## config.mk

```make
export PLATFORM = sky130hd
export DESIGN_NAME = alu_rr_arbiter_flat
export DESIGN_NICKNAME = d
export VERILOG_FILES = /design/src/rtl/alu_rr_arbiter_if.sv /design/src/rtl/alu_rr_arbiter.sv /design/src/flat_wrapper.sv
export SDC_FILE = /design/constraint.sdc
export NUM_CORES = 1
export LEC_CHECK = 0
export CORE_UTILIZATION = 40
export CTS_CLUSTER_DIAMETER = 120
export DETAILED_ROUTE_END_ITERATION = 7
export PLACE_DENSITY_LB_ADDON = 0.1
export SETUP_SLACK_MARGIN = 0.02
export SYNTH_ARGS = -nofsm -noshare
export SYNTH_HDL_FRONTEND = slang
export SYNTH_SLANG_ARGS = --single-unit
```

## constraint.sdc

```tcl
create_clock -name clk -period 1.74 [get_ports clk]
set_input_delay 0.348 -clock clk [delete_from_list [all_inputs] [get_ports clk]]
set_output_delay 0.348 -clock clk [all_outputs]
set_load 0.1 [all_outputs]
```

## src/rtl/alu_rr_arbiter_if.sv

```systemverilog
// Issue/response bundle between two requesters, the response consumer and alu_rr_arbiter.
// The master side is the requester/consumer; the slave side is the arbiter.
interface alu_rr_arbiter_if #(parameter int N = 4);
    logic [1:0]   req;
    logic [N-1:0] a0;
    logic [N-1:0] b0;
    logic [1:0]   op0;
    logic [N-1:0] a1;
    logic [N-1:0] b1;
    logic [1:0]   op1;
    logic [1:0]   gnt;
    logic         rsp_valid;
    logic         rsp_ready;
    logic         rsp_id;
    logic [N-1:0] rsp_y;
    logic         rsp_cout;
    logic [3:0]   rsp_flags;
    logic         busy;

    modport master (
        output req, a0, b0, op0, a1, b1, op1, rsp_ready,
        input  gnt, rsp_valid, rsp_id, rsp_y, rsp_cout, rsp_flags, busy
    );

    modport slave (
        input  req, a0, b0, op0, a1, b1, op1, rsp_ready,
        output gnt, rsp_valid, rsp_id, rsp_y, rsp_cout, rsp_flags, busy
    );
endinterface

```

## src/rtl/alu_rr_arbiter.sv

```systemverilog
// Two-requester front end sharing one Alu #(N), with a registered, id-tagged response.
// Define ALU_ARB_RR_EN for round-robin tie breaking; otherwise requester 0 has fixed priority.
module Alu #(parameter int N = 4) (
    input  logic [N-1:0] i_a,
    input  logic [N-1:0] i_b,
    input  logic [1:0]   i_c,
    output logic [N-1:0] o_y,
    output logic         o_cout,
    output logic [3:0]   o_flags
);
    logic [N:0] w_res;
    logic       w_ovf;

    // c: 00 add, 01 subtract (cout = no borrow), 10 and, 11 xor.
    // flags = {negative, zero, carry, signed overflow}.
    always_comb begin
        w_res = '0;
        w_ovf = 1'b0;
        case (i_c)
            2'b00: begin
                w_res = {1'b0, i_a} + {1'b0, i_b};
                w_ovf = (i_a[N-1] == i_b[N-1]) && (w_res[N-1] != i_a[N-1]);
            end
            2'b01: begin
                w_res = {1'b0, i_a} + {1'b0, ~i_b} + (N+1)'(1);
                w_ovf = (i_a[N-1] != i_b[N-1]) && (w_res[N-1] != i_a[N-1]);
            end
            2'b10: w_res = {1'b0, i_a & i_b};
            default: w_res = {1'b0, i_a ^ i_b};
        endcase
    end

    assign o_y     = w_res[N-1:0];
    assign o_cout  = w_res[N];
    assign o_flags = {w_res[N-1], ~|w_res[N-1:0], w_res[N], w_ovf};
endmodule

module alu_rr_arbiter #(parameter int N = 4) (
    input  logic              clk,
    input  logic              reset,
    alu_rr_arbiter_if.slave   bus
);
    typedef enum logic [1:0] {IDLE, EXEC, RESP} state_t;

    state_t       r_state;
    state_t       w_nextState;
    logic         r_lastWinner;
    logic [N-1:0] r_opA;
    logic [N-1:0] r_opB;
    logic [1:0]   r_opC;
    logic         r_rspValid;
    logic         r_rspId;
    logic [N-1:0] r_rspY;
    logic         r_rspCout;
    logic [3:0]   r_rspFlags;
    logic         w_winner;
    logic [1:0]   w_gnt;
    logic [N-1:0] w_aluY;
    logic         w_aluCout;
    logic [3:0]   w_aluFlags;

    Alu #(.N(N)) uAlu (
        .i_a     (r_opA),
        .i_b     (r_opB),
        .i_c     (r_opC),
        .o_y     (w_aluY),
        .o_cout  (w_aluCout),
        .o_flags (w_aluFlags)
    );

    // Winner is only meaningful when req != 0; a lone request always wins.
    always_comb begin
`ifdef ALU_ARB_RR_EN
        if (bus.req == 2'b11)
            w_winner = ~r_lastWinner;
        else
            w_winner = bus.req[1] & ~bus.req[0];
`else
        w_winner = ~bus.req[0];
`endif
    end

    always_ff @(posedge clk) begin
        if (reset)
            r_state <= IDLE;
        else
            r_state <= w_nextState;
    end

    // r_lastWinner doubles as the in-flight requester id for gnt and rsp_id.
    always_comb begin
        w_nextState = r_state;
        w_gnt       = 2'b00;
        case (r_state)
            IDLE: begin
                if (bus.req != 2'b00)
                    w_nextState = EXEC;
            end
            EXEC: begin
                w_gnt       = r_lastWinner ? 2'b10 : 2'b01;
                w_nextState = RESP;
            end
            RESP: begin
                if (bus.rsp_ready)
                    w_nextState = IDLE;
            end
            default: w_nextState = IDLE;
        endcase
    end

    always_ff @(posedge clk) begin
        if (reset) begin
            r_lastWinner <= 1'b1;
            r_opA        <= '0;
            r_opB        <= '0;
            r_opC        <= '0;
            r_rspValid   <= 1'b0;
            r_rspId      <= 1'b0;
            r_rspY       <= '0;
            r_rspCout    <= 1'b0;
            r_rspFlags   <= '0;
        end else begin
            case (r_state)
                IDLE: begin
                    if (bus.req != 2'b00) begin
                        r_lastWinner <= w_winner;
                        r_opA        <= w_winner ? bus.a1  : bus.a0;
                        r_opB        <= w_winner ? bus.b1  : bus.b0;
                        r_opC        <= w_winner ? bus.op1 : bus.op0;
                    end
                end
                EXEC: begin
                    r_rspY     <= w_aluY;
                    r_rspCout  <= w_aluCout;
                    r_rspFlags <= w_aluFlags;
                    r_rspId    <= r_lastWinner;
                    r_rspValid <= 1'b1;
                end
                RESP: begin
                    if (bus.rsp_ready)
                        r_rspValid <= 1'b0;
                end
                default: ;
            endcase
        end
    end

    assign bus.gnt       = w_gnt;
    assign bus.rsp_valid = r_rspValid;
    assign bus.rsp_id    = r_rspId;
    assign bus.rsp_y     = r_rspY;
    assign bus.rsp_cout  = r_rspCout;
    assign bus.rsp_flags = r_rspFlags;
    assign bus.busy      = (r_state != IDLE);
endmodule

```

## src/flat_wrapper.sv

```systemverilog
// flat-port wrapper written by rule: the top's interface ports become plain ports
module alu_rr_arbiter_flat 
#(parameter int N = 4)
  (clk, reset, bus_req, bus_a0, bus_b0, bus_op0, bus_a1, bus_b1, bus_op1, bus_rsp_ready, bus_gnt, bus_rsp_valid, bus_rsp_id, bus_rsp_y, bus_rsp_cout, bus_rsp_flags, bus_busy);
  alu_rr_arbiter_if #(.N(N)) bus_i ();
  input  logic clk;
  input  logic reset;
  input wire logic [$bits(bus_i.req)-1:0] bus_req;
  input wire logic [$bits(bus_i.a0)-1:0] bus_a0;
  input wire logic [$bits(bus_i.b0)-1:0] bus_b0;
  input wire logic [$bits(bus_i.op0)-1:0] bus_op0;
  input wire logic [$bits(bus_i.a1)-1:0] bus_a1;
  input wire logic [$bits(bus_i.b1)-1:0] bus_b1;
  input wire logic [$bits(bus_i.op1)-1:0] bus_op1;
  input wire logic [$bits(bus_i.rsp_ready)-1:0] bus_rsp_ready;
  output wire logic [$bits(bus_i.gnt)-1:0] bus_gnt;
  output wire logic [$bits(bus_i.rsp_valid)-1:0] bus_rsp_valid;
  output wire logic [$bits(bus_i.rsp_id)-1:0] bus_rsp_id;
  output wire logic [$bits(bus_i.rsp_y)-1:0] bus_rsp_y;
  output wire logic [$bits(bus_i.rsp_cout)-1:0] bus_rsp_cout;
  output wire logic [$bits(bus_i.rsp_flags)-1:0] bus_rsp_flags;
  output wire logic [$bits(bus_i.busy)-1:0] bus_busy;
  assign bus_i.req = bus_req;
  assign bus_i.a0 = bus_a0;
  assign bus_i.b0 = bus_b0;
  assign bus_i.op0 = bus_op0;
  assign bus_i.a1 = bus_a1;
  assign bus_i.b1 = bus_b1;
  assign bus_i.op1 = bus_op1;
  assign bus_i.rsp_ready = bus_rsp_ready;
  assign bus_gnt = bus_i.gnt;
  assign bus_rsp_valid = bus_i.rsp_valid;
  assign bus_rsp_id = bus_i.rsp_id;
  assign bus_rsp_y = bus_i.rsp_y;
  assign bus_rsp_cout = bus_i.rsp_cout;
  assign bus_rsp_flags = bus_i.rsp_flags;
  assign bus_busy = bus_i.busy;
  alu_rr_arbiter #(.N(N)) u_core (.clk(clk), .reset(reset), .bus(bus_i));
endmodule
```

# Yosys cells after proc, flatten, opt, wreduce, memory -nomap -nowiden

Index checks and enable logic that the tools add are counted.

Bits in writable memories: 0
Input bits: 25
Output and inout port bits: 14
Memory bits (read-only): 0
Flip-flop bits (word level): 24
Logic and storage cells: 51
Memories: 0
Latch bits: 0

Bitwise operators: 4
Shift-type cells: 0
$add $sub $neg: 3
Magnitude comparators: 0
Muxes and demuxes: 12
Reductions and logical operators: 12
Eq/ne operators: 10
Div/mod/pow operators: 0
Multipliers: 0

Operator list:

| operator                                              | count |
|---|---|
| one-hot mux 5 bit (3 select lines)                    | 1 |
| adder 4 x 4 -> 5 bit                                  | 2 |
| 2-to-1 mux 2 bit                                      | 5 |
| 2-to-1 mux 4 bit                                      | 2 |
| one-hot mux 2 bit (3 select lines)                    | 1 |
| AND reduction 2 bit                                   | 3 |
| nonzero test 2 bit                                    | 3 |
| adder 5 x 1 -> 5 bit, second input constant           | 1 |
| AND 4 bit                                             | 1 |
| == test 2 x 1 -> 1 bit, second input constant         | 2 |
| == test 2 bit, second input constant                  | 2 |
| logical NOT 2 bit                                     | 2 |
| NOT 4 bit                                             | 1 |
| one-hot mux 1 bit (2 select lines)                    | 2 |
| OR reduction 4 bit                                    | 1 |
| XOR 4 bit                                             | 1 |
| inequality test 1 bit                                 | 3 |
| logical AND 1 bit                                     | 2 |
| inequality test 2 x 1 -> 1 bit, second input constant | 1 |
| inequality test 2 bit, second input constant          | 1 |
| == test 1 bit                                         | 1 |
| logical NOT 1 bit                                     | 1 |
| 2-to-1 mux 1 bit                                      | 1 |
| NOT 1 bit                                             | 1 |

# Logic depth before layout (Yosys ltp)

Depth after elaboration: 6
Gate-level depth with buffers: 8
Depth with buffers taken out: 8

# By module

A second synthesis with hierarchy kept.

Cell total of the unflattened synthesis: 178
Area, all modules: 1,547.7 µm²

By module, submodules not included:

| module         | sequential area each (µm²) | area each (µm²) | instances | cells an instance |
|---|---|---|---|---|
| alu_rr_arbiter | 480.5                      | 1,028.5         | 1         | 111 |
| Alu            | 0.0                        | 519.2           | 1         | 67 |

# Worst setup path before layout

No wires, ideal clock.

Kind: register to output
From: reg u_core.r_state[1]
To: out bus_gnt[0]
Cell stages (with the launch flop): 4
Required time: 1,392 ps
Buffers on the path: 1
Slack: -557 ps
Arrival: 1,949 ps
Cells stage by stage: dfxtp_1 nand2b_1 clkbuf_1 nor2_1

Word-level cells in the longest chain between the ends: 2

RTL lines:

| item                     | RTL line             | RTL |
|---|---|---|
| start: declaration       | alu_rr_arbiter.sv:45 | `state_t r_state;` |
| start signal: assignment | alu_rr_arbiter.sv:87 | `r_state <= w_nextState;` |
| == test 2 x 1 -> 1 bit   | alu_rr_arbiter.sv:94 | `case (r_state)` |
| 2-to-1 mux 2 bit         | alu_rr_arbiter.sv:94 |  |
| end: declaration         | flat_wrapper.sv:16   | `output wire logic [$bits(bus_i.gnt)-1:0] bus_gnt;` |

No other way between the ends.

# Final worst setup path

From: reg u_core.r_opB[2]
To: reg u_core.r_rspY[3], in the netlist u_core.bus.rsp_y[3]

Word-level cells in the longest chain between the ends: 4
Elaborated cells between the ends (all ways): 5
Classes of those cells: add/sub (3); mux (1); bitwise (1)

RTL lines:

| item                                 | RTL line              | RTL |
|---|---|---|
| start: declaration                   | alu_rr_arbiter.sv:49  | `logic [N-1:0] r_opB;` |
| start signal: assignment             | alu_rr_arbiter.sv:128 | `r_opB <= w_winner ? bus.b1 : bus.b0;` |
| NOT 4 bit                            | alu_rr_arbiter.sv:25  | `w_res = {1'b0, i_a} + {1'b0, ~i_b} + (N+1)'(1);` |
| adder 4 x 4 -> 5 bit                 | alu_rr_arbiter.sv:25  |  |
| adder 5 x 1 -> 5 bit                 | alu_rr_arbiter.sv:25  |  |
| one-hot mux 5 bit (3 select lines) * | alu_rr_arbiter.sv:19  | `case (i_c)` |
| end signal: assignment               | alu_rr_arbiter.sv:133 | `r_rspY <= w_aluY;` |
| end: declaration                     | alu_rr_arbiter.sv:53  | `logic [N-1:0] r_rspY;` |

Every way passes the cells marked *; elsewhere a longest branch is shown, timed or not.
A chain may end at the register's enable or synchronous reset.

==> results_dict.tcl <==
set metrics [dict create \
    drt_pass1_iterations 4 \
    crit_slowest_cell "dfxtp_2" \
    vias 1332 \
    p_total_w 0.00215 \
    rr_endpoint "u_core.bus.rsp_y[3]$_SDFFE_PP0P_" \
    synth_edf_count 0 \
    async_flop_share 0 \
    reg2reg_depth 8 \
    maxCapViolations 0 \
    synth_seq_cells 22 \
    critPathCaptureType "flop" \
    synth_area_leader_cell "dfxtp_1" \
    status "finished, violations left" \
    cts_tree "done" \
    final_area_sq_mm 0.00232 \
    cp_num_buf_inv 3 \
    yosysUniqueCellTypes 36 \
    syn_area_per_cell_sq_um 8.48 \
    die_area_sq_mm 0.00372 \
    pwr-share-seq 0.295 \
    worstHoldEndpoint "u_core.bus.rsp_id$_SDFFE_PP0P_" \
    drc_errors 0 \
    setup_tns_ps -272 \
    swShare 0.389 \
    syn-cell-area_sq_mm 0.00139 \
    yosys-top-cells-count "nor2_1, dfxtp_1, a211oi_1" \
    grt_util_met1 0.247 \
    multi_input_area_sq_mm 0.00101 \
    place_area_sq_mm 0.00214 \
    cpPeakStageDelay_ps 350 \
    yosysMostFrequentCell "nor2_1" \
    power_density_mw_per_mm2 926 \
    required_ps 1940 \
    yosys-top-cells-area "dfxtp_1, ha_1, mux2i_1" \
    dp_hpwl_microns 2690 \
    rsz0062_at_grt "true" \
    antenna_found_initial 0 \
    maxSlewViolCount 0 \
    grt_pass1_wl_microns 5820 \
    setup_slack_ps -85.0 \
    wl_microns 3640 \
    cts-root-buf "clkbuf_4" \
    io_pins 39 \
    grt_busiest_layer "met2" \
    htree_levels 1 \
    routabilityCongestion 0.858 \
    core-area_sq_mm 0.00334 \
    intPower_w 0.00131 \
    synthesis.nets 199 \
    worst_pin_slew_ps 483 \
    met2_usage 0.405 \
    violations "setup timing" \
    cp.arrival_ps 2030 \
    numClockSinks 22 \
    worst-setup-path-type "reg -> reg" \
    rows 21 \
    cts_buffer_depth 2 \
    vdd_drop_max_v 0.000484 \
    clk_pin_slew_ps 130 \
    p_clk_frac 0.183 \
    synth-main-ff-cell "dfxtp_1" \
    final-hold-violation-count 0 \
    cp_top_family "compound AO/OA/AOI/OAI gates" \
    ff_latch_area_sq_um 454 \
    cts_made_buffers 3 \
    start_kind "flop" \
    num-nets-final 254 \
    yosys.area.top_type_share 0.317 \
    overflow 0 \
    portBuffers 38 \
    pre_cts_ws_ps -223 \
    die_y_microns 61.0 \
    fin_crit_ps 1820 \
    final.fill_count 271 \
    final-setup-viol-count 5 \
    clkLatencyLatePin_ps 310 \
    pwr-share-comb 0.522 \
    post_drt_wl_per_cell_microns 13.8 \
    min_path_type "reg -> reg" \
    routed_via_density 5.05 \
    grt_start_max_net_pins 21 \
    period_share 1.05 \
    clock-skew-final_ps 3.66 \
    grt_pass1_vias 1319 \
    initial_core_util 0.417 \
    syn_to_final_growth_pct 66.9 \
    min_path_cells 2 \
    die_x_microns 61.0 \
    r2r_start "u_core.r_opB[2]$_SDFFE_PP0P_" \
    drtIter0Drc 40 \
    postSynthCellCount 164 \
    yosys_warnings 0 \
    antenna_left 0 \
    r2r_setup_slack_ps -80 \
    timing.critical_path.cells "inv_2 > ha_4 > inv_4 > a221oi_4 > buf_4 > nor2_1 > a2111oi_4 > a211oi_2" \
    hp-start "u_core.bus.rsp_id$_SDFFE_PP0P_" \
    ys_seq_area_frac 0.317 \
    p_leak_nw 0.932 \
    drive_above_1_share 0.372 \
    met3_usage 0.0256 \
    track_usage 0.215 \
    slew_headroom 0.677 \
    fmax_mhz 548 \
    p_switching_w 0.000836 \
    n_antenna_cell 0 \
    cp_max_fo 5 \
]
-- power groups by stage --
stage          clock (W)  sequential, W  combinational (W)
6_report        0.000394       0.000635            0.00112
5_1_grt         0.000418       0.000645            0.00119
4_1_cts         0.000401       0.000633            0.00106
3_5_place_dp           0       0.000642           0.000976
3_3_place_gp           0       0.000640           0.000952
2_1_floorplan          0       0.000751           0.000525
-- metal layers --
layer	part of all wire	routed length, microns	vias up
li1	-	-	679
met1	0.40	1470	609
met2	0.54	1960	36
met3	0.033	119	8
met4	0.023	82	0
met5	0	0	-
-- stage by stage --
step	cells	utilization	hold WS, ps
after detailed placement	256	0.641	491
after global routing	264	0.696	525
final	264	0.696	508
after floorplan	164	-	452
after CTS	264	0.684	509
after global placement	256	0.641	482
-- placed cells by master, fill, tap and decap left out, types with 2 or more instances in the layout --
master	instances
inv_2	4
nor2_4	2
nand2b_1	2
clkdlybuf4s50_1	24
nand3b_1	4
a21oi_1	9
xor2_1	2
ha_4	4
dfxtp_1	15
nor2_1	23
or3b_2	2
nor3_1	3
dfxtp_2	5
clkbuf_4	3
a221oi_2	2
buf_4	21
buf_12	14
inv_1	5
a211oi_2	2
mux2i_1	10
nor2b_1	6
ha_1	3
buf_6	3
fa_2	2
a211oi_1	10
dfxtp_4	2
nand2_1	10
o21ai_0	2
-- final cells by class --
type                            count  area share
Inverter                           10      0.0172
Clock buffer                        3     0.00970
Timing Repair Buffer               62       0.307
Sequential cell                    22       0.196
Multi-Input combinational cell    120       0.433
Clock inverter                      1      0.0129
Tap cell                           46      0.0248
-- worst max-delay path by stage --
stage,slack (ps),depth (start not counted),endpoint,start
after global placement,-110,8,u_core.bus.rsp_flags[2]$_SDFFE_PP0P_,u_core.r_opB[2]$_SDFFE_PP0P_
after global routing,-160,8,u_core.bus.rsp_y[3]$_SDFFE_PP0P_,u_core.r_opB[2]$_SDFFE_PP0P_
after detailed placement,-220,7,u_core.bus.rsp_y[3]$_SDFFE_PP0P_,u_core.r_opB[2]$_SDFFE_PP0P_
after floorplan,-10,8,u_core.bus.rsp_y[3]$_SDFFE_PP0P_,u_core.r_opB[2]$_SDFFE_PP0P_
final,-80,8,u_core.bus.rsp_y[3]$_SDFFE_PP0P_,u_core.r_opB[2]$_SDFFE_PP0P_
after CTS,-90,8,u_core.bus.rsp_flags[0]$_SDFFE_PP0P_,u_core.r_opB[2]$_SDFFE_PP0P_
-- kinds of logic after synthesis --
family,synth area share
flops,0.317
mux,0.0962
compound gates,0.195
fa+ha+maj,0.101
simple gates,0.196
xor+xnor,0.0252
buf+inv,0.0701
-- sequential cells by signal, summed over array words and instances, names as in the netlist --
| name | flops |
|---|---|
| u_core.bus.rsp_flags | 3 |
| u_core.bus.rsp_id | 1 |
| u_core.bus.rsp_valid | 1 |
| u_core.bus.rsp_y | 4 |
| u_core.r_lastWinner | 1 |
| u_core.r_opA | 4 |
| u_core.r_opB | 4 |
| u_core.r_opC | 2 |
| u_core.r_state | 2 |
-- repair_timing --
action,4_1_cts,5_1_grt
gates resized for setup,18,11
endpoints found under the hold margin,0,0
pin swaps,10,11
endpoints found under the setup margin,5,7
hold buffers,0,0
setup buffers,4,1
-- worst register-to-register path, cell delays in order, from the launching register on --
cell       delay (ps)
dfxtp_2           350
inv_2              40
ha_4              310
inv_4              50
a221oi_4          280
buf_4             170
nor2_1             70
a2111oi_4         340
a211oi_2          110
No activity file was read; power rests on OpenSTA's default activity.
